`src/rtl/prog_loader_if.sv`:
```
// Byte-stream, memory-port-2 and status bundle between the loader and its environment.
// master: byte source / system side; slave: the loader itself.
interface prog_loader_if;
    logic        start;
    logic [7:0]  byte_in;
    logic        byte_valid;
    logic        byte_ready;
    logic [31:0] mem_addr;
    logic [31:0] mem_din;
    logic        mem_en;
    logic        mem_we;
    logic        busy;
    logic        done;
    logic        error;
    logic        cpu_hold;

    modport master (
        output start, byte_in, byte_valid,
        input  byte_ready, mem_addr, mem_din, mem_en, mem_we,
        input  busy, done, error, cpu_hold
    );

    modport slave (
        input  start, byte_in, byte_valid,
        output byte_ready, mem_addr, mem_din, mem_en, mem_we,
        output busy, done, error, cpu_hold
    );
endinterface

```
`src/rtl/prog_loader.sv`:
```
// Purpose: assembles an LE byte stream into 32-bit words, writes them via memory port 2, gates the CPU (LOADER_CHECKSUM_EN adds a trailing sum byte).
// Latency: write strobe the cycle after a word's 4th byte; DONE/ERR the cycle after the last write, oversize header or checksum byte.
// Backpressure: byte_ready is low in IDLE/WRITE/DONE/ERR, so the source holds its byte across each write cycle.
module prog_loader #(
    parameter logic [31:0] BASE_ADDR = 32'd0,
    parameter logic [31:0] ADDR_STEP = 32'd1,
    parameter logic [31:0] MAX_WORDS = 32'd1000
) (
    input  logic         clock,
    input  logic         reset_n,
    prog_loader_if.slave ld
);
    typedef enum logic [2:0] {
        S_IDLE,
        S_HDR,
        S_DATA,
        S_WRITE,
`ifdef LOADER_CHECKSUM_EN
        S_CSUM,
`endif
        S_DONE,
        S_ERR
    } state_t;

`ifdef LOADER_CHECKSUM_EN
    localparam state_t S_TAIL = S_CSUM;
`else
    localparam state_t S_TAIL = S_DONE;
`endif

    state_t      state_q, state_d;
    logic [1:0]  cnt_q, cnt_d;
    logic [23:0] word_q, word_d;
    logic [31:0] n_q, n_d;
    logic [31:0] idx_q, idx_d;
    logic [31:0] waddr_q, waddr_d;
    logic [31:0] mem_addr_q, mem_addr_d;
    logic [31:0] mem_din_q, mem_din_d;
`ifdef LOADER_CHECKSUM_EN
    logic [7:0]  sum_q, sum_d;
`endif

    logic        xfer;
    logic [31:0] shifted;

    assign xfer    = ld.byte_valid && ld.byte_ready;
    // Previous three bytes sit below the new one, so the first byte lands in [7:0].
    assign shifted = {ld.byte_in, word_q};

    assign ld.mem_addr = mem_addr_q;
    assign ld.mem_din  = mem_din_q;

    always_ff @(posedge clock or negedge reset_n) begin
        if (!reset_n) begin
            state_q    <= S_IDLE;
            cnt_q      <= '0;
            word_q     <= '0;
            n_q        <= '0;
            idx_q      <= '0;
            waddr_q    <= '0;
            mem_addr_q <= '0;
            mem_din_q  <= '0;
`ifdef LOADER_CHECKSUM_EN
            sum_q      <= '0;
`endif
        end else begin
            state_q    <= state_d;
            cnt_q      <= cnt_d;
            word_q     <= word_d;
            n_q        <= n_d;
            idx_q      <= idx_d;
            waddr_q    <= waddr_d;
            mem_addr_q <= mem_addr_d;
            mem_din_q  <= mem_din_d;
`ifdef LOADER_CHECKSUM_EN
            sum_q      <= sum_d;
`endif
        end
    end

    always_comb begin
        state_d       = state_q;
        cnt_d         = cnt_q;
        word_d        = word_q;
        n_d           = n_q;
        idx_d         = idx_q;
        waddr_d       = waddr_q;
        mem_addr_d    = mem_addr_q;
        mem_din_d     = mem_din_q;
`ifdef LOADER_CHECKSUM_EN
        sum_d         = sum_q;
`endif
        ld.byte_ready = 1'b0;
        ld.busy       = 1'b0;
        ld.done       = 1'b0;
        ld.error      = 1'b0;
        ld.cpu_hold   = 1'b1;
        ld.mem_en     = 1'b0;
        ld.mem_we     = 1'b0;

        case (state_q)
            S_IDLE, S_DONE, S_ERR: begin
                ld.done     = (state_q == S_DONE);
                ld.error    = (state_q == S_ERR);
                ld.cpu_hold = (state_q != S_DONE);
                if (ld.start) begin
                    state_d = S_HDR;
                    cnt_d   = '0;
                    idx_d   = '0;
                    waddr_d = BASE_ADDR;
`ifdef LOADER_CHECKSUM_EN
                    sum_d   = '0;
`endif
                end
            end
            S_HDR: begin
                ld.byte_ready = 1'b1;
                ld.busy       = 1'b1;
                if (xfer) begin
                    word_d = shifted[31:8];
                    cnt_d  = cnt_q + 2'd1;
                    if (cnt_q == 2'd3) begin
                        n_d = shifted;
                        if (shifted > MAX_WORDS)  state_d = S_ERR;
                        else if (shifted == '0)   state_d = S_TAIL;
                        else                      state_d = S_DATA;
                    end
                end
            end
            S_DATA: begin
                ld.byte_ready = 1'b1;
                ld.busy       = 1'b1;
                if (xfer) begin
                    word_d = shifted[31:8];
                    cnt_d  = cnt_q + 2'd1;
`ifdef LOADER_CHECKSUM_EN
                    sum_d  = sum_q + ld.byte_in;
`endif
                    if (cnt_q == 2'd3) begin
                        mem_din_d  = shifted;
                        mem_addr_d = waddr_q;
                        state_d    = S_WRITE;
                    end
                end
            end
            S_WRITE: begin
                ld.busy   = 1'b1;
                ld.mem_en = 1'b1;
                ld.mem_we = 1'b1;
                idx_d     = idx_q + 32'd1;
                waddr_d   = waddr_q + ADDR_STEP;
                state_d   = (idx_q + 32'd1 == n_q) ? S_TAIL : S_DATA;
            end
`ifdef LOADER_CHECKSUM_EN
            S_CSUM: begin
                ld.byte_ready = 1'b1;
                ld.busy       = 1'b1;
                if (xfer) state_d = (ld.byte_in == sum_q) ? S_DONE : S_ERR;
            end
`endif
            default: state_d = S_IDLE;
        endcase
    end
endmodule
```
`src/flat_wrapper.sv`:
```
// flat-port wrapper written by rule: the top's interface ports become plain ports
module prog_loader_flat 
#(
    parameter logic [31:0] BASE_ADDR = 32'd0,
    parameter logic [31:0] ADDR_STEP = 32'd1,
    parameter logic [31:0] MAX_WORDS = 32'd1000
)
  (clock, reset_n, ld_start, ld_byte_in, ld_byte_valid, ld_byte_ready, ld_mem_addr, ld_mem_din, ld_mem_en, ld_mem_we, ld_busy, ld_done, ld_error, ld_cpu_hold);
  prog_loader_if ld_i ();
  input  logic clock;
  input  logic reset_n;
  input wire logic [$bits(ld_i.start)-1:0] ld_start;
  input wire logic [$bits(ld_i.byte_in)-1:0] ld_byte_in;
  input wire logic [$bits(ld_i.byte_valid)-1:0] ld_byte_valid;
  output wire logic [$bits(ld_i.byte_ready)-1:0] ld_byte_ready;
  output wire logic [$bits(ld_i.mem_addr)-1:0] ld_mem_addr;
  output wire logic [$bits(ld_i.mem_din)-1:0] ld_mem_din;
  output wire logic [$bits(ld_i.mem_en)-1:0] ld_mem_en;
  output wire logic [$bits(ld_i.mem_we)-1:0] ld_mem_we;
  output wire logic [$bits(ld_i.busy)-1:0] ld_busy;
  output wire logic [$bits(ld_i.done)-1:0] ld_done;
  output wire logic [$bits(ld_i.error)-1:0] ld_error;
  output wire logic [$bits(ld_i.cpu_hold)-1:0] ld_cpu_hold;
  assign ld_i.start = ld_start;
  assign ld_i.byte_in = ld_byte_in;
  assign ld_i.byte_valid = ld_byte_valid;
  assign ld_byte_ready = ld_i.byte_ready;
  assign ld_mem_addr = ld_i.mem_addr;
  assign ld_mem_din = ld_i.mem_din;
  assign ld_mem_en = ld_i.mem_en;
  assign ld_mem_we = ld_i.mem_we;
  assign ld_busy = ld_i.busy;
  assign ld_done = ld_i.done;
  assign ld_error = ld_i.error;
  assign ld_cpu_hold = ld_i.cpu_hold;
  prog_loader #(.BASE_ADDR(BASE_ADDR), .ADDR_STEP(ADDR_STEP), .MAX_WORDS(MAX_WORDS)) u_core (.clock(clock), .reset_n(reset_n), .ld(ld_i));
endmodule
```
`config.mk`:
```
export PLATFORM = sky130hd
export DESIGN_NAME = prog_loader_flat
export DESIGN_NICKNAME = d
export VERILOG_FILES = /design/src/rtl/prog_loader_if.sv /design/src/rtl/prog_loader.sv /design/src/flat_wrapper.sv
export SDC_FILE = /design/constraint.sdc
export NUM_CORES = 1
export LEC_CHECK = 0
export ABC_AREA = 1
export ABC_CLOCK_PERIOD_IN_PS = 2900
export BUFFER_PORTS_ARGS = -buffer_cell sky130_fd_sc_hd__buf_2
export CORE_ASPECT_RATIO = 1.25
export CORE_MARGIN = 4
export CORE_UTILIZATION = 30
export DETAILED_ROUTE_END_ITERATION = 10
export PLACE_DENSITY_LB_ADDON = 0.1
export SYNTH_ARGS = -nofsm -noshare
export SYNTH_HDL_FRONTEND = slang
export SYNTH_SLANG_ARGS = --single-unit
```
`constraint.sdc`:
```
create_clock -name clock -period 2.9 [get_ports clock]
set_input_delay 0.29 -clock clock [delete_from_list [all_inputs] [get_ports clock]]
set_output_delay 0.29 -clock clock [all_outputs]
set_load 0.05 [all_outputs]
```
# --- After elaboration in Yosys (flattened, before gate mapping) ---
# Cells that the tools add are included.
totals:
  output_inout_bits: 71
  elab_cells: 61
  input_bits: 12
  register_bits: 189
classes:
  n_lt_le_gt_ge: 1
  n_eq_ne: 14
  add_sub_neg: 3
  n_mux: 21
  reduce_logical: 14
op_table:
  columns: ["op", "n"]
  rows:
  - ["one-hot mux 32 bit (2 select lines)", 2]
  - ["adder 32 x 1 -> 32 bit, second input constant", 2]
  - ["== test 32 bit", 1]
  - ["> comparator 32 x 10 -> 1 bit, second input constant", 1]
  - ["zero test 32 bit", 1]
  - ["two-way mux 32 bit", 1]
  - ["two-way mux 3 bit", 8]
  - ["one-hot mux 3 bit (4 select lines)", 1]
  - ["inequality test 2 x 1 -> 1 bit, second input constant", 5]
  - ["AND reduction 3 bit", 3]
  - ["== test 3 x 2 -> 1 bit, second input constant", 2]
  - ["== test 3 bit, second input constant", 2]
  - ["two-way mux 1 bit", 6]
  - ["OR reduction 3 bit", 2]
  - ["AND reduction 5 bit", 1]
  - ["two-way mux 2 bit", 2]
  - ["one-hot mux 2 bit (2 select lines)", 1]
  - ["AND reduction 2 bit", 2]
  - ["nonzero test 2 bit", 2]
  - ["== test 3 x 1 -> 1 bit, second input constant", 1]
  - ["zero test 3 bit", 1]
  - ["inequality test 3 bit, second input constant", 1]
  - ["adder 2 x 1 -> 2 bit, second input constant", 1]
  - ["== test 2 bit, second input constant", 1]
  - ["3 further kinds", 3]

# --- Depth between registers and ports, before layout ---
# Gate-level depths: netlist (run 1).
depth:
  ltp_word: 6
  depth_mapped: 18
  depth_no_buf: 18

# --- Worst setup path before layout (run 1) ---
# Ideal clock, no wire load.
synth_timing:
  kind: "register to output"
  from: "reg u_core.state_q[1]"
  to: "out ld_cpu_hold"
  n_path_buf: 0
  arrival_ns: 2.142
  slack_ns: 0.468
  t_required_ns: 2.610
  path_stages_with_launch: 3
  path_cell_list: "dfrtp_1 -> nor3_1 -> inv_1"
synth_between:
  elab_chain_cells: 3
  elab_cells_between_ends: 6
  cone_classes: "3 x eq/ne; 1 x mux; 2 x reduce/logical"
synth_lines:
  columns: ["item", "line_no", "text"]
  rows:
  - ["start: declaration", "prog_loader.sv:31", "state_t state_q, state_d;"]
  - ["start signal: assignment", "prog_loader.sv:67", "state_q <= state_d;"]
  - ["== test 3 bit / zero test 3 bit (equally long branches)", "prog_loader.sv:101", "case (state_q)"]
  - ["OR reduction 3 bit", "prog_loader.sv:101", null]
  - ["two-way mux 1 bit (*)", "prog_loader.sv:101", null]
  - ["end: declaration", "flat_wrapper.sv:23", "output wire logic [$bits(ld_i.cpu_hold)-1:0] ld_cpu_hold;"]
# Every way passes the cells marked *; elsewhere a longest branch is shown, timed or not.

# --- Worst setup path in the final report (run 1) ---
layout_timing:
  from: "reg u_core.idx_q[0]"
  to: "reg u_core.state_q[1]"
layout_between:
  elab_chain_cells: 4
layout_lines:
  columns: ["item", "line_no", "text"]
  rows:
  - ["start: declaration", "prog_loader.sv:35", "logic [31:0] idx_q, idx_d;"]
  - ["start signal: assignment", "prog_loader.sv:71", "idx_q <= idx_d;"]
  - ["adder 32 x 1 -> 32 bit", "prog_loader.sv:152", "state_d = (idx_q + 32'd1 == n_q) ? S_TAIL : S_DATA;"]
  - ["== test 32 bit", "prog_loader.sv:152", null]
  - ["two-way mux 3 bit", "prog_loader.sv:152", null]
  - ["one-hot mux 3 bit (4 select lines)", "prog_loader.sv:101", null]
# No other way between the ends.
# A chain may end at the register's enable or synchronous reset.

==> results.sh, run 1 <==
export IMPL_synth_avg_cell_area_um2=7.850
export IMPL_drive_gt1_share_pct=13.37
export IMPL_num_rows=71
export IMPL_clock_power_share_pct=32.2
export IMPL_grt_overflow_total=0
export IMPL_cts_resized=0
export IMPL_grt_max_degree=66
export IMPL_p_switching_uw=2522
export IMPL_netlist_instances=1186
export IMPL_grtUsageTotal_pct=15.31
export IMPL_fmax_mhz=408.4
export IMPL_syn_nets=1201
export IMPL_setup_violations=0
export IMPL_worst_pin_slew_ns=0.5968
export IMPL_syn_cell_area_um2=9310
export IMPL_cts_clk_slew_worst_paths_ns=0.07
export IMPL_clk_latency_ns=0.44
export IMPL_end_kind="flip-flop"
export IMPL_regToRegEndpoint="u_core.state_q[1]$_DFFE_PN0P_"
export IMPL_reg2regPathDepth=18
export IMPL_core_area_um2=30380
export IMPL_switching_share_pct=35.45
export IMPL_max_cap_violations=0
export IMPL_combinationalPowerShare_pct=21.4
export IMPL_grt_pass1_vias=7639
export IMPL_setup_ws_ns=0.4514
export IMPL_synth_seq_area_share_pct=50.80
export IMPL_synth_cell_types=41
export IMPL_cp_common_cell="nand2_1"
export IMPL_dieArea_um2=33930
export IMPL_numCtsBuffers=17
export IMPL_pre_cts_ws_ns=0.4100
export IMPL_cp_arrival_ns=2.77
export IMPL_ant_nets=0
export IMPL_path_cells="ha_1, nand2_2, nor2_8, nand2_8, nor2_8, nand2_2, nand2_2, nand2_1, nand2_1, nand2_1, nor2_1, nand2_1, nor2_2, nand3_1, nand2_1, nand2_1, nand2_1, nand2_1"
export IMPL_drtIter0Drc=418
export IMPL_p_int_uw=4592
export IMPL_wire_per_inst_um=14.95
export IMPL_outcome="complete, no violations"
export IMPL_ys_warnings_count=0
export IMPL_die_h_um=205.0
export IMPL_port_buffers=82
export IMPL_holdPathEnd="u_core.state_q[1]$_DFFE_PN0P_"
export IMPL_place_hpwl_um=18320
export IMPL_syn_to_final_growth_pct=16.13
export IMPL_drt_wl_total_um=25110
export IMPL_antennaDiodeCount=0
export IMPL_clock_path_buffers=2
export IMPL_setup_tns_ns=0
export IMPL_cts_tree="done"
export IMPL_hold_slack_ns=0.1715
export IMPL_powerDensity_nw_per_um2=658.0
export IMPL_finalCritPeriodShare_pct=84.43
export IMPL_cts_hold_buf=1
export IMPL_rrSetupSlack_ns=0.45
export IMPL_criticalPathCategory="flip-flop to flip-flop"
export IMPL_post_cts_buffers=0
export IMPL_use_met2_pct=25.90
export IMPL_die_x_um=165.6
export IMPL_r2r_start="u_core.idx_q[0]$_DFFE_PN0P_"
export IMPL_via_count=7791
export IMPL_ir_worst_vdd_mv=0.3625
export IMPL_gr_usage_met1_pct=20.45
export IMPL_clock_sinks=189
export IMPL_firstDrtPassIters=7
export IMPL_grtUsageMet3_pct=2.576
export IMPL_slew_headroom_pct=60.22
export IMPL_final_common_cell="nand2_1"
export IMPL_grt_pass1_wl_um=41110
export IMPL_nNetsFinal=1281
export IMPL_pin_count=83
export IMPL_hp_class="input pin to flip-flop"
export IMPL_worst_endpoint_required_ns=3.23
export IMPL_root_buffer="clkbuf_16"
export IMPL_grt_busiest_layer="met2"
export IMPL_cpPeakStageDelay_ns=0.45
export IMPL_final_cell_mix="nand2_1 (352), dfrtp_1 (189), o21ai_0 (151)"
export IMPL_p_leak_uw=0.005119
export IMPL_vias_per_cell=4.638
export IMPL_pwr_share_seq_pct=46.5
export IMPL_antenna_found_initial=0
export IMPL_crit_fanout=8
export IMPL_start_kind="flip-flop"
export IMPL_skew_ns=0.009938
export IMPL_rsz0062_at_grt="false"
export IMPL_whs_path_depth=4
export IMPL_slew_viol_final=0
export IMPL_worst_path_max_delay_cell="dfrtp_1"
export IMPL_gp_congestion=0.8195
export IMPL_finalCriticalPeriod_ns=2.449
export IMPL_htree_levels=4
export IMPL_utilization_pct=35.59
export IMPL_worstHoldStart="ld_byte_valid"
export IMPL_hold_viol=0
export IMPL_synth_seq_cells=189
export IMPL_start_util_pct=30.64
export IMPL_drc=0
[sequential cells by signal, summed over array words and instances (netlist names)]
signal / cells
u_core.word_q: 24
u_core.ld.mem_din: 32
u_core.n_q: 32
u_core.waddr_q: 32
u_core.state_q: 3
u_core.idx_q: 32
u_core.ld.mem_addr: 32
u_core.cnt_q: 2
[logic make-up (layout without fill, tap and decap cells)]
group | after synthesis | in the layout | share of synthesized area [%]
xor+xnor | 7 | 7 | 0.6585
simple gates | 599 | 599 | 28.49
mux | 7 | 7 | 0.8063
flops | 189 | 189 | 50.80
compound gates | 203 | 203 | 11.54
fa+ha+maj | 3 | 3 | 0.4032
buf+inv | 178 | 271 | 7.297
[worst max path at each step]
| stage | startpoint | to | slack [ns] | depth (start not counted) |
|---|---|---|---|---|
| floorplan | u_core.state_q[1]$_DFFE_PN0P_ | ld_cpu_hold | 0.47 | 2 |
| global placement | u_core.idx_q[0]$_DFFE_PN0P_ | u_core.state_q[1]$_DFFE_PN0P_ | 0.41 | 18 |
| detailed placement | u_core.idx_q[0]$_DFFE_PN0P_ | u_core.state_q[1]$_DFFE_PN0P_ | 0.41 | 18 |
| CTS | u_core.idx_q[0]$_DFFE_PN0P_ | u_core.state_q[1]$_DFFE_PN0P_ | 0.40 | 18 |
| global route | u_core.idx_q[10]$_DFFE_PN0P_ | u_core.state_q[1]$_DFFE_PN0P_ | 0.15 | 17 |
| finish | u_core.idx_q[0]$_DFFE_PN0P_ | u_core.state_q[1]$_DFFE_PN0P_ | 0.45 | 18 |
[metrics by stage]
step                instances  area (µm²)  total power [µW]
finish                   1680       10810              7114
global route             1680       10810              7634
CTS                      1680       10810              7258
detailed placement       1647       10240              4917
global placement         1647       10240              4908
floorplan                1186        9310              4311
[critical path, delay by kind of cell, from the launching register on]
kind          cells  cell delay [ns]
simple gates     17             1.60
flops             1             0.45
fa+ha+maj         1             0.27
[area by class of cell]
| class | count | area, µm² |
|---|---|---|
| sequential | 189 | 4730 |
| clock inverter | 15 | 135.1 |
| timing repair buffer | 98 | 579.3 |
| multi-input combinational | 819 | 3911 |
| fill | 3250 | 19570 |
| tap | 401 | 501.7 |
| clock buffer | 17 | 425.4 |
| inverter | 141 | 529.3 |
[per-layer routing]
layer  wire (µm)  vias up
li1            -     3997
met1       11720     3665
met2       12310      110
met3         746       19
met4         344        0
met5           0        -
[cells in the mapped netlist, drive strengths merged]
| library cell | number | area [µm²] |
|---|---|---|
| o32ai | 1 | 8.760 |
| clkbuf | 33 | 123.9 |
| nand2 | 367 | 1424 |
| dfrtp | 189 | 4730 |
| a21oi | 16 | 80.08 |
| inv | 141 | 529.3 |
| o22ai | 23 | 143.9 |
| a211oi | 1 | 7.510 |
| o211ai | 2 | 15.01 |
| mux2i | 3 | 30.03 |
| nand3 | 85 | 430.4 |
| ha | 3 | 37.54 |
| xnor2 | 3 | 26.28 |
| o21a | 1 | 7.510 |
| nand4 | 8 | 50.05 |
| a22oi | 1 | 7.510 |
| a31oi | 1 | 6.260 |
| o21bai | 2 | 15.01 |
| o21ai | 153 | 765.7 |
| mux2 | 4 | 45.04 |
| nand3b | 14 | 105.1 |
| or2 | 2 | 12.52 |
| xor2 | 4 | 35.03 |
| nor3 | 11 | 65.06 |
| o31a | 2 | 17.52 |
| nor2 | 99 | 478.0 |
| nor4 | 13 | 87.58 |
| buf | 4 | 26.28 |
[power groups by stage]
stage               Clock [µW]  Sequential [µW]  Combinational, µW
floorplan                    0             3220               1090
global placement             0             3360               1550
detailed placement           0             3360               1560
CTS                       2390             3310               1560
global route              2510             3360               1770
finish                    2290             3310               1520
Note: power is estimated with default switching activity, not from simulation.
==> run 2, diff against run 1 <==
--- a/config.mk
+++ b/config.mk
@@ -6,7 +6,7 @@
 export NUM_CORES = 1
 export LEC_CHECK = 0
 export ABC_AREA = 1
-export ABC_CLOCK_PERIOD_IN_PS = 2900
+export ABC_CLOCK_PERIOD_IN_PS = 2450
 export BUFFER_PORTS_ARGS = -buffer_cell sky130_fd_sc_hd__buf_2
 export CORE_ASPECT_RATIO = 1.25
 export CORE_MARGIN = 4
==> constraint.sdc (replaced) <==
create_clock -name clock -period 2.45 [get_ports clock]
set_input_delay 0.245 -clock clock [delete_from_list [all_inputs] [get_ports clock]]
set_output_delay 0.245 -clock clock [all_outputs]
set_load 0.05 [all_outputs]
==> run 2 against run 1 <==
Net effect:
- register-to-register slack worse by 0.23 ns
- clock power is 29% higher
- total power is 23% higher
- cell count is 1.1% higher
- first-iteration DRC count is 28% higher
- worst hold slack worse by 0.046 ns
- cell area is 3.0% higher
==> results.sh, run 2 (same netlist as run 1, synthesis figures left out) <==
export IMPL_grt_pass1_wl_um=40940
export IMPL_drtIter0Drc=533
export IMPL_rsz0062_at_grt="true"
export IMPL_slew_headroom_pct=63.48
export IMPL_p_int_uw=5724
export IMPL_grtUsageTotal_pct=15.22
export IMPL_die_x_um=165.6
export IMPL_skew_ns=0.01364
export IMPL_grt_pass1_vias=7741
export IMPL_switching_share_pct=34.58
export IMPL_stdcell_area_um2=11130
export IMPL_final_common_cell="nand2_1"
export IMPL_hold_slack_ns=0.1259
export IMPL_antennaDiodeCount=0
export IMPL_num_rows=71
export IMPL_grtUsageMet3_pct=2.455
export IMPL_crit_fanout=6
export IMPL_critPathTopFamily="simple AND/OR/NAND/NOR gates"
export IMPL_dp_cells=1657
export IMPL_clock_path_buffers=2
export IMPL_place_hpwl_um=18100
export IMPL_p_leak_uw=0.005276
export IMPL_hold_viol=0
export IMPL_finalCritPeriodShare_pct=91.02
export IMPL_cp_arrival_ns=2.55
export IMPL_core_area_um2=30380
export IMPL_worst_pin_slew_ns=0.5478
export IMPL_ir_worst_vdd_mv=0.4524
export IMPL_syn_to_final_growth_pct=19.58
export IMPL_pin_count=83
export IMPL_path_cells="ha_4, nand2_2, nor2_8, nand2_8, nor2_8, nand2_1, nand2_1, nand2_1, nand2_1, nand2_1, nor2_2, nand2_2, nor2_4, nand3_2, nand2_1, nand2_1, nand2_1, nand2_1"
export IMPL_slew_viol_final=0
export IMPL_drt_wl_total_um=24950
export IMPL_grt_max_degree=125
export IMPL_cts_clk_slew_worst_paths_ns=0.07
export IMPL_outcome="complete, no violations"
export IMPL_firstDrtPassIters=5
export IMPL_ant_nets=0
export IMPL_crit_buf_inv=0
export IMPL_cpPeakStageDelay_ns=0.42
export IMPL_port_buffers=82
export IMPL_drive_gt1_share_pct=16.02
export IMPL_total_power_uw=8749
export IMPL_setup_violations=0
export IMPL_htree_levels=4
export IMPL_drc=0
export IMPL_dieArea_um2=33930
export IMPL_p_switching_uw=3025
export IMPL_die_h_um=205.0
export IMPL_use_met2_pct=26.18
export IMPL_clk_latency_ns=0.44
export IMPL_cts_tree="done"
export IMPL_max_cap_violations=0
export IMPL_start_kind="flip-flop"
export IMPL_wire_per_inst_um=14.69
export IMPL_gp_congestion=0.8229
export IMPL_place_area_um2=10350
export IMPL_via_count=7845
export IMPL_final_cells=1699
export IMPL_powerDensity_nw_per_um2=785.8
export IMPL_grt_busiest_layer="met2"
export IMPL_worst_endpoint_required_ns=2.77
export IMPL_finalCriticalPeriod_ns=2.230
export IMPL_combinationalPowerShare_pct=21.6
export IMPL_clock_sinks=189
export IMPL_criticalPathCategory="flip-flop to flip-flop"
export IMPL_vias_per_cell=4.617
export IMPL_root_buffer="clkbuf_16"
export IMPL_fmax_mhz=448.4
export IMPL_cp_common_cell="nand2_1"
export IMPL_grt_overflow_total=0
export IMPL_hp_class="input pin to flip-flop"
export IMPL_gr_usage_met1_pct=20.01
export IMPL_final_cell_mix="nand2_1 (351), dfrtp_1 (187), o21ai_0 (150)"
export IMPL_end_kind="flip-flop"
export IMPL_worst_path_max_delay_cell="dfrtp_1"
export IMPL_nNetsFinal=1300
export IMPL_antenna_found_initial=0
export IMPL_numCtsBuffers=17
export IMPL_clock_power_share_pct=33.8
export IMPL_start_util_pct=30.64
export IMPL_pwr_share_seq_pct=44.6
## run 2: cell types whose count changed in the layout (fill, tap and decap cells not counted), moves of 2 or more
cell,change
clkinvlp_4,-2
inv_6,+2
clkinv_4,-2
nor2_1,-12
buf_12,+3
nor2_2,+6
nand3_2,+2
dfrtp_1,-2
nand3_1,-2
dfrtp_2,+2
nor2_4,+6
buf_4,+16
bufinv_16,+2
## run 2: path summary, 6_finish.rpt
path                       cells past startpoint                      startpoint                                 to  slack [ns]
setup reg to reg                              18     u_core.idx_q[1]$_DFFE_PN0P_      u_core.state_q[1]$_DFFE_PN0P_        0.22
hold / removal                                 4                   ld_byte_valid        u_core.cnt_q[1]$_DFFE_PN0P_        0.13
setup / recovery                              18     u_core.idx_q[1]$_DFFE_PN0P_      u_core.state_q[1]$_DFFE_PN0P_        0.22
hold reg to reg                                1  u_core.waddr_q[31]$_DFFE_PN0P_     u_core.waddr_q[31]$_DFFE_PN0P_        0.48
max in group asynchronous                      3                         reset_n     u_core.waddr_q[22]$_DFFE_PN0P_        1.42
min in group asynchronous                      2                         reset_n  u_core.ld.mem_addr[4]$_DFFE_PN0P_        0.30
## run 2: layout make-up
cell class / count / area, µm²
clock buffer: 18 / 439.2
clock inverter: 14 / 170.2
fill: 3220 / 19250
inverter: 141 / 529.3
multi-input combinational: 819 / 4001
sequential: 189 / 4732
tap: 401 / 501.7
timing repair buffer: 117 / 759.5
## run 2: power groups by stage
stage,registers [µW],logic (µW),clock network (µW)
finish,3900,1890,2960
global placement,3960,1870,0
detailed placement,3970,1890,0
CTS,3900,1900,3060
global route,3970,2180,3180
floorplan,3810,1290,0
## run 2: metal layers
| metal | vias up | wire length, µm |
|---|---|---|
| met5 | - | 0 |
| met4 | 0 | 318 |
| met3 | 19 | 695 |
| met2 | 99 | 12280 |
| met1 | 3689 | 11660 |
| li1 | 4038 | - |
## run 2: timing repair
item | in CTS | in global routing
gates resized for setup | 0 | 27
hold buffers | 1 | 0
setup endpoints to repair | 0 | 4
endpoints found under the hold margin | 30 | 0
buffers inserted | 0 | 9
## run 2: stage by stage
step / util (%) / worst slack (ns) / setup TNS (ns)
after floorplan: - / 0.06271 / 0
after global placement: 34.08 / 0.04179 / 0
after detailed placement: 34.08 / 0.02188 / 0
after CTS: 36.12 / 0.006281 / 0
after global routing: 36.64 / -0.02713 / -0.02713
final: 36.64 / 0.2200 / 0
## run 2: worst reg2reg max path: stages (launching register included)
cell	delay [ns]
dfrtp_1	0.42
ha_4	0.17
nand2_2	0.08
nor2_8	0.19
nand2_8	0.11
nor2_8	0.17
nand2_1	0.07
nand2_1	0.08
nand2_1	0.07
nand2_1	0.06
nand2_1	0.06
nor2_2	0.13
nand2_2	0.09
nor2_4	0.15
nand3_2	0.08
nand2_1	0.06
nand2_1	0.05
nand2_1	0.06
nand2_1	0.04
